File: src/rtl/blob_centroid_tracker.sv
// -----------------------------------------------------------------------------
// blob_centroid_tracker
//
// Multi-channel colour-blob tracker fed by a raster pixel stream. Each valid
// pixel is tested against NUM_CH programmable RGB boxes. Every matching channel
// adds the pixel's x and y to its sums and increments its pixel count. At frame
// end the sums are snapshotted. One shared restoring divider then computes
// floor(sum/cnt) for x and y of every channel, one quotient bit per cycle.
// The coordinates are published together with a per-channel found flag.
//
// Ports
//   CLK          system clock
//   RESET        asynchronous, active-high reset
//   frame_start  1-cycle pulse, restarts the raster position at (0,0)
//   frame_end    1-cycle pulse after the last pixel, starts the centroid pass
//   pix_valid    qualifies pix_r/pix_g/pix_b (raster order)
//   pix_r/g/b    5-bit colour components
//   th_lo/th_hi  per-channel inclusive bounds {r,g,b}, channel i at [15i+14:15i]
//   coord_out    channel i = {y,x} at [2CW(i+1)-1:2CWi]
//   ch_found     channel had at least MIN_PIX matching pixels in the last frame
//   coord_valid  1-cycle pulse when coord_out/ch_found update
//   busy         centroid computation in progress
//   frame_drop   1-cycle pulse when a frame_end arrived while busy
// -----------------------------------------------------------------------------
module blob_centroid_tracker #(
  parameter int NUM_CH  = 2,
  parameter int IMG_W   = 640,
  parameter int IMG_H   = 480,
  parameter int MIN_PIX = 16,
  localparam int CW = $clog2((IMG_W > IMG_H) ? IMG_W : IMG_H),
  localparam int NW = $clog2(IMG_W * IMG_H + 1),
  localparam int SW = CW + NW
) (
  input  logic                   CLK,
  input  logic                   RESET,
  input  logic                   frame_start,
  input  logic                   frame_end,
  input  logic                   pix_valid,
  input  logic [4:0]             pix_r,
  input  logic [4:0]             pix_g,
  input  logic [4:0]             pix_b,
  input  logic [NUM_CH*15-1:0]   th_lo,
  input  logic [NUM_CH*15-1:0]   th_hi,
  output logic [NUM_CH*2*CW-1:0] coord_out,
  output logic [NUM_CH-1:0]      ch_found,
  output logic                   coord_valid,
  output logic                   busy,
  output logic                   frame_drop
);

  localparam int NSLOT = 2 * NUM_CH;
  localparam int SLW   = (NSLOT > 1) ? $clog2(NSLOT) : 1;
  localparam int IW    = $clog2(CW + 1);

  localparam logic [CW-1:0]  X_LAST    = CW'(IMG_W - 1);
  localparam logic [CW-1:0]  Y_LAST    = CW'(IMG_H - 1);
  localparam logic [NW-1:0]  MIN_CNT   = NW'(MIN_PIX);
  localparam logic [SLW-1:0] SLOT_LAST = SLW'(NSLOT - 1);
  localparam logic [IW-1:0]  ITER_LAST = IW'(CW - 1);

  // ---------------------------------------------------------------------------
  // Helper functions
  // ---------------------------------------------------------------------------

  // Inclusive unsigned box test over the three 5-bit components.
  function automatic logic in_window(input logic [14:0] px,
                                     input logic [14:0] lo,
                                     input logic [14:0] hi);
    logic ok;
    ok = 1'b1;
    for (int c = 0; c < 3; c++) begin
      if ((px[5*c +: 5] < lo[5*c +: 5]) || (px[5*c +: 5] > hi[5*c +: 5]))
        ok = 1'b0;
    end
    return ok;
  endfunction

  // One restoring-division step: returns {quotient_bit, new_remainder}.
  // The remainder is always below the divisor, so it fits in NW bits.
  function automatic logic [NW:0] div_step(input logic [NW-1:0] rem,
                                           input logic          din,
                                           input logic [NW-1:0] dvsr);
    logic [NW:0] trial;
    logic [NW:0] diff;
    trial = {rem, din};
    diff  = trial - {1'b0, dvsr};
    if (trial >= {1'b0, dvsr})
      return {1'b1, diff[NW-1:0]};
    else
      return {1'b0, trial[NW-1:0]};
  endfunction

  // ---------------------------------------------------------------------------
  // FSM declarations and control strobes
  // ---------------------------------------------------------------------------
  typedef enum logic [2:0] {
    S_IDLE, S_LATCH, S_LOAD, S_ITER, S_STORE, S_DONE
  } state_t;

  state_t         state, state_nxt;
  logic [SLW-1:0] slot;
  logic [IW-1:0]  iter;
  logic           latch_en, drop_en, load_en, iter_en, store_en, last_store;

  // ---------------------------------------------------------------------------
  // Stage p0: raster position and per-channel classification (combinational)
  // ---------------------------------------------------------------------------
  logic [CW-1:0]     x_cur, y_cur;
  logic              frame_over;
  logic [14:0]       pix_rgb;
  logic [CW-1:0]     pos_x_p0, pos_y_p0;
  logic              vld_p0;
  logic [NUM_CH-1:0] hit_p0;

  // A pixel arriving together with frame_start is treated as the pixel at (0,0).
  always_comb begin
    pix_rgb  = {pix_r, pix_g, pix_b};
    pos_x_p0 = frame_start ? '0 : x_cur;
    pos_y_p0 = frame_start ? '0 : y_cur;
    vld_p0   = pix_valid && (frame_start || !frame_over);
    for (int i = 0; i < NUM_CH; i++)
      hit_p0[i] = vld_p0 && in_window(pix_rgb, th_lo[15*i +: 15], th_hi[15*i +: 15]);
  end

  // frame_over marks that the last raster position has been consumed; any
  // further pixels in the frame are ignored rather than folded into row IMG_H-1.
  always_ff @(posedge CLK or posedge RESET) begin
    if (RESET) begin
      x_cur      <= '0;
      y_cur      <= '0;
      frame_over <= 1'b0;
    end else if (vld_p0) begin
      if (pos_x_p0 == X_LAST) begin
        x_cur <= '0;
        if (pos_y_p0 == Y_LAST) begin
          y_cur      <= pos_y_p0;
          frame_over <= 1'b1;
        end else begin
          y_cur      <= pos_y_p0 + CW'(1);
          frame_over <= 1'b0;
        end
      end else begin
        x_cur      <= pos_x_p0 + CW'(1);
        y_cur      <= pos_y_p0;
        frame_over <= 1'b0;
      end
    end else if (frame_start) begin
      x_cur      <= '0;
      y_cur      <= '0;
      frame_over <= 1'b0;
    end
  end

  // ---------------------------------------------------------------------------
  // Stage p1: live per-channel accumulators
  // ---------------------------------------------------------------------------
  logic [SW-1:0] acc_sx_p1 [NUM_CH];
  logic [SW-1:0] acc_sy_p1 [NUM_CH];
  logic [NW-1:0] acc_n_p1  [NUM_CH];
  logic [SW-1:0] sum_sx_nxt [NUM_CH];
  logic [SW-1:0] sum_sy_nxt [NUM_CH];
  logic [NW-1:0] sum_n_nxt  [NUM_CH];

  // The "next" values include the current pixel so that a pixel coincident
  // with frame_end lands in the snapshot.
  always_comb begin
    for (int i = 0; i < NUM_CH; i++) begin
      sum_sx_nxt[i] = acc_sx_p1[i] + (hit_p0[i] ? SW'(pos_x_p0) : '0);
      sum_sy_nxt[i] = acc_sy_p1[i] + (hit_p0[i] ? SW'(pos_y_p0) : '0);
      sum_n_nxt[i]  = acc_n_p1[i]  + NW'(hit_p0[i]);
    end
  end

  always_ff @(posedge CLK or posedge RESET) begin
    if (RESET) begin
      for (int i = 0; i < NUM_CH; i++) begin
        acc_sx_p1[i] <= '0;
        acc_sy_p1[i] <= '0;
        acc_n_p1[i]  <= '0;
      end
    end else begin
      for (int i = 0; i < NUM_CH; i++) begin
        if (frame_end) begin
          acc_sx_p1[i] <= '0;
          acc_sy_p1[i] <= '0;
          acc_n_p1[i]  <= '0;
        end else begin
          acc_sx_p1[i] <= sum_sx_nxt[i];
          acc_sy_p1[i] <= sum_sy_nxt[i];
          acc_n_p1[i]  <= sum_n_nxt[i];
        end
      end
    end
  end

  // ---------------------------------------------------------------------------
  // Stage p2: frame snapshot feeding the shared divider
  // ---------------------------------------------------------------------------
  logic [SW-1:0] snap_sx_p2 [NUM_CH];
  logic [SW-1:0] snap_sy_p2 [NUM_CH];
  logic [NW-1:0] snap_n_p2  [NUM_CH];

  always_ff @(posedge CLK) begin
    if (latch_en) begin
      for (int i = 0; i < NUM_CH; i++) begin
        snap_sx_p2[i] <= sum_sx_nxt[i];
        snap_sy_p2[i] <= sum_sy_nxt[i];
        snap_n_p2[i]  <= sum_n_nxt[i];
      end
    end
  end

  // ---------------------------------------------------------------------------
  // FSM: state register / next-state / outputs
  // ---------------------------------------------------------------------------
  always_ff @(posedge CLK or posedge RESET) begin
    if (RESET) state <= S_IDLE;
    else       state <= state_nxt;
  end

  always_comb begin
    state_nxt = state;
    case (state)
      S_IDLE:  if (frame_end) state_nxt = S_LATCH;
      S_LATCH: state_nxt = S_LOAD;
      S_LOAD:  state_nxt = S_ITER;
      S_ITER:  if (iter == ITER_LAST) state_nxt = S_STORE;
      S_STORE: state_nxt = (slot == SLOT_LAST) ? S_DONE : S_LOAD;
      S_DONE:  state_nxt = S_IDLE;
      default: state_nxt = S_IDLE;
    endcase
  end

  always_comb begin
    busy       = (state != S_IDLE);
    latch_en   = (state == S_IDLE) && frame_end;
    drop_en    = (state != S_IDLE) && frame_end;
    load_en    = (state == S_LOAD);
    iter_en    = (state == S_ITER);
    store_en   = (state == S_STORE);
    last_store = (state == S_STORE) && (slot == SLOT_LAST);
  end

  // Slot k: channel k/2, x for even k and y for odd k.
  always_ff @(posedge CLK or posedge RESET) begin
    if (RESET) begin
      slot <= '0;
      iter <= '0;
    end else begin
      if (state == S_LATCH) slot <= '0;
      else if (store_en)    slot <= slot + SLW'(1);
      if (load_en)          iter <= '0;
      else if (iter_en)     iter <= iter + IW'(1);
    end
  end

  // ---------------------------------------------------------------------------
  // Shared restoring divider
  // ---------------------------------------------------------------------------
  logic [SW-1:0] dividend;
  logic [NW-1:0] divisor;
  logic [NW-1:0] rem;
  logic [CW-1:0] dvd_lo;
  logic [NW-1:0] dvsr;
  logic [CW-1:0] quot;
  logic [NW:0]   step_out;
  logic [CW-1:0] res     [NSLOT];
  logic [CW-1:0] res_fin [NSLOT];
  logic [NUM_CH-1:0] found_nxt;

  always_comb begin
    dividend = '0;
    divisor  = '0;
    for (int i = 0; i < NUM_CH; i++) begin
      if (slot == SLW'(2*i)) begin
        dividend = snap_sx_p2[i];
        divisor  = snap_n_p2[i];
      end
      if (slot == SLW'(2*i + 1)) begin
        dividend = snap_sy_p2[i];
        divisor  = snap_n_p2[i];
      end
    end
  end

  // The quotient always fits in CW bits, i.e. dividend[SW-1:CW] < divisor, so
  // the upper part can preload the remainder and only CW steps are needed.
  // A zero divisor just produces a garbage quotient that is never published.
  assign step_out = div_step(rem, dvd_lo[CW-1], dvsr);

  always_ff @(posedge CLK) begin
    if (load_en) begin
      rem    <= dividend[SW-1:CW];
      dvd_lo <= dividend[CW-1:0];
      dvsr   <= divisor;
      quot   <= '0;
    end else if (iter_en) begin
      rem    <= step_out[NW-1:0];
      dvd_lo <= {dvd_lo[CW-2:0], 1'b0};
      quot   <= {quot[CW-2:0], step_out[NW]};
    end
    for (int k = 0; k < NSLOT; k++) begin
      if (store_en && (slot == SLW'(k))) res[k] <= quot;
    end
  end

  // The last quotient is still in flight on the final STORE edge, so the
  // published results bypass it straight from the divider.
  always_comb begin
    for (int k = 0; k < NSLOT; k++)
      res_fin[k] = (store_en && (slot == SLW'(k))) ? quot : res[k];
    for (int i = 0; i < NUM_CH; i++)
      found_nxt[i] = (snap_n_p2[i] >= MIN_CNT);
  end

  // ---------------------------------------------------------------------------
  // Output registers: valid during the DONE cycle
  // ---------------------------------------------------------------------------
  always_ff @(posedge CLK or posedge RESET) begin
    if (RESET) begin
      coord_out   <= '0;
      ch_found    <= '0;
      coord_valid <= 1'b0;
      frame_drop  <= 1'b0;
    end else begin
      coord_valid <= last_store;
      frame_drop  <= drop_en;
      if (last_store) begin
        ch_found <= found_nxt;
        for (int i = 0; i < NUM_CH; i++) begin
          if (found_nxt[i])
            coord_out[2*CW*i +: 2*CW] <= {res_fin[2*i + 1], res_fin[2*i]};
        end
      end
    end
  end

endmodule
File: config.mk
export PLATFORM = sky130hd
export DESIGN_NAME = blob_centroid_tracker
export DESIGN_NICKNAME = d
export VERILOG_FILES = /design/src/rtl/blob_centroid_tracker.sv
export SDC_FILE = /design/constraint.sdc
export NUM_CORES = 1
export LEC_CHECK = 0
export CAP_MARGIN = 25
export CELL_PAD_IN_SITES_DETAIL_PLACEMENT = 0
export CELL_PAD_IN_SITES_GLOBAL_PLACEMENT = 1
export CORE_MARGIN = 5
export CORE_UTILIZATION = 45
export DETAILED_ROUTE_END_ITERATION = 12
export HOLD_SLACK_MARGIN = 0.12
export PLACE_DENSITY = 0.87
export SLEW_MARGIN = 20
export SYNTH_ARGS = -nofsm -noshare
export SYNTH_HDL_FRONTEND = slang
export SYNTH_SLANG_ARGS = --single-unit
File: constraint.sdc
create_clock -name CLK -period 8.3 [get_ports CLK]
set_clock_uncertainty 0.05 [all_clocks]
set_input_delay 1.245 -clock CLK [delete_from_list [all_inputs] [get_ports CLK]]
set_output_delay 1.245 -clock CLK [all_outputs]
set_load 0.02 [all_outputs]
==> results by group <==
Worst setup path
  • Crit end category: flop
  • CP arrival: about 6.9 ns
  • CP peak stage delay: about 0.86 ns
  • CP Data Required Time: 8.70 ns
  • Startpoint Class: primary input
  • Slowest CP cell: or4_1
  • Worst-path fanout max: 21
  • CP cell instances: clkdlybuf4s50_1, ha_1, nor2b_1, o21a_1, o21ai_0, a21oi_1, o22a_1, or4_1, nor3_1, ha_1, inv_1, fa_1, nor2b_1, o21a_1, o21ai_0, a211oi_1, nor2_1, nor3_1, mux2_2
  • Critical path class: primary input to flop

Clocking
  • Bufs on Longest Clock Path: 3
  • Clock transition at the registers of the reported paths: roughly 0.060 ns
  • Post-CTS Hold Fix Bufs: 0
  • CTS tree: built
  • Setup bufs post-CTS: 0
  • Post-CTS sizing: 0
  • CTS sink count: between 400 and 500
  • Clock root buffer: clkbuf_16
  • Inserted Clock Buffers: between 40 and 50
  • Worst skew pair latency: roughly 0.58 ns
  • H-tree levels: 2

Global route
  • First-pass GRT wire length: 87,700 microns
  • Number of global-route vias before repair: between 15,000 and 20,000
  • All-layer global routing usage: 0.189
  • Gr ovfl total: 0
  • Initial antenna violation count: 0
  • Largest net degree at the start of global routing: 93

Routing
  • Router iterations before antenna repair: 5
  • Via-per-instance ratio: approximately 5.6
  • Final ANT Viol Nets: 0
  • DRT iter0 DRCs: 1,148
  • DR DRC count: 0
  • WL/cell: ~19 microns
  • Detailed Route WL: about 55,000 microns
  • Via Count: approximately 16,000

Yosys
  • Synth top area cells: edfxtp_1, dfrtp_1, ha_1
  • Async S/R FF share, synth: 0.485
  • Synth warnings: 0
  • Post-synth EDFFs: about 230
  • Post-synthesis cell type count: 71
  • Mapped Area: ~24,000 sq um
  • Synth Instances: 2,081
  • Main flop type after synthesis: edfxtp_1
  • Post-synth top area share: 0.294
  • Synth Register Bits: 470
  • Average cell area after synthesis: ~11 sq um
  • Sequential area share after synthesis: 0.544
  • Area leader, netlist: edfxtp_1
  • Syn Nets: between 2,000 and 2,500

Min path
  • HP Class: flop to flop

Job
  • Max Cap Violations: 0

Status
  • Status: complete, no violations

Place
  • DP HPWL: between 30,000 and 40,000 microns
  • PortBufs: 124
  • GP Congestion: 0.844

Layout
  • Most common cell after layout, fill and taps aside: edfxtp_1
  • Fraction of layout cells with a size suffix above 1: 0.0775
  • Commonest cells after routing, fill and taps aside: edfxtp_1, dfrtp_1, nor2b_1
  • Ant. Diodes: 0
  • Area growth syn-to-layout: 15.9%
  • Nets@finish: ~2,400
  • Filler cells: roughly 4,500

Pwr
  • Worst IR drop on VDD: approximately 180 uV
  • Leakage: about 12 nW
  • Power Density: approximately 280 nW/um^2

STA
  • Slew HR: 0.316
  • Hold Vio Cnt, Final: 0
  • Worst-Margin Slew: 1.02 ns
  • Min Tclk post-route: between 6 and 7 ns
  • Setup TNS: 0 ns
  • Fin crit share: 0.783
  • Final Slew Violations: 0
  • Fmax: approximately 150 MHz
  • Final hold slack: ~0.42 ns
  • Final setup fails: 0
  • RSZ-0062 raised after global routing: no

Die
  • Die area: roughly 57,000 sq um
  • DIE WIDTH: between 200 and 250 microns
  • Rows: 84
  • IO Count: 125
  • Core area: between 50,000 and 60,000 sq um
  • Chip Height: roughly 240 microns
  • Starting Density: 0.452
-- metal layers --
metal  GRT usage  wire length (microns)
met3      0.0256                   2860
met5           0                      0
met1       0.259                  23900
met2       0.314                  26200
met4      0.0629                   1760
-- path summary, 6_finish.rpt --
check,startpoint,end,slack [ns],cells past startpoint
worst max-delay path,pix_g[1],acc_sy_p1[16]$_DFF_PP0_,1.80,19
worst min register to register,res[0][5]$_DFFE_PP_,coord_out[5]$_DFFE_PP0P_,0.42,1
worst min-delay path,res[0][5]$_DFFE_PP_,coord_out[5]$_DFFE_PP0P_,0.42,1
max in group asynchronous,RESET,acc_sx_p1[39]$_DFF_PP0_,5.80,4
worst max register to register,frame_over$_DFFE_PP0P_,acc_sy_p1[16]$_DFF_PP0_,3.37,14
min in group asynchronous,RESET,acc_sy_p1[52]$_DFF_PP0_,1.08,2
-- cells in the mapped netlist (31+ instances only) --
master	count
a21o_1	36
a21oi_1	64
and3_1	32
clkbuf_1	67
dfrtp_1	228
edfxtp_1	232
ha_1	125
inv_1	121
mux2_2	60
nand2_1	122
nand2b_1	41
nand3_1	60
nor2_1	89
nor2b_1	165
nor3_1	80
o21ai_0	59
o22ai_1	31
xnor2_1	107
xor2_1	57
-- power by group --
| group | switching (mW) | internal, mW | leakage, nW |
|---|---|---|---|
| sequential | 0.187 | 2.92 | 5.44 |
| combinational | 1.36 | 0.869 | 5.41 |
| clock | 0.926 | 1.49 | 0.871 |
| total | 2.48 | 5.29 | 11.7 |
-- area by class of cell --
class / instances / area [sq um] / area share
Clock inverter: 27 / 453 / 0.0165
Sequential cell: 470 / 12900 / 0.470
Clock buffer: 65 / 1350 / 0.0492
Inverter: 122 / 465 / 0.0170
Timing Repair Buffer: 140 / 1400 / 0.0510
Tap cell: 688 / 861 / 0.0314
Multi-Input combinational cell: 1409 / 10000 / 0.365
-- per-stage QoR --
step | area [sq um] | worst slack, ns | total power, mW | utilization | instances
floorplan | 23700 | 0.757 | 4.72 | - | 2081
global placement | 25500 | 1.46 | 5.33 | 0.488 | 2826
detailed placement | 25500 | 1.32 | 5.38 | 0.488 | 2826
CTS | 27300 | 1.90 | 7.81 | 0.523 | 2918
global route | 27400 | 1.45 | 8.16 | 0.524 | 2921
finish | 27400 | 1.80 | 7.76 | 0.524 | 2921
-- state kept, by name, indices dropped and copies added, names as in the netlist, 3 cells and up --
| register | flops |
|---|---|
| acc_sx_p1 | 58 |
| acc_sy_p1 | 58 |
| snap_sx_p2 | 58 |
| snap_sy_p2 | 58 |
| coord_out | 40 |
| acc_n_p1 | 38 |
| snap_n_p2 | 38 |
| res | 30 |
| dvsr | 19 |
| rem | 19 |
| dvd_lo | 10 |
| quot | 10 |
| x_cur | 10 |
| y_cur | 10 |
| iter | 4 |
| state | 3 |
-- cells by family after synthesis --
group	Yosys count	share of synthesized area
compound gates	353	0.101
flops	470	0.544
buf+inv	202	0.0336
xor+xnor	164	0.0607
mux	73	0.0341
simple gates	689	0.156
fa+ha+maj	130	0.0703
-- critical path, delay by kind of cell --
family / cells / cell delay, ns
multiplexers: 1 / 0.38
AO/OA/AOI/OAI: 7 / 1.63
AND/OR/NAND/NOR: 6 / 2.14
buffers and inverters: 2 / 0.55
adder cells (fa/ha/maj): 3 / 0.95
No activity file was read; power rests on OpenSTA's default activity.
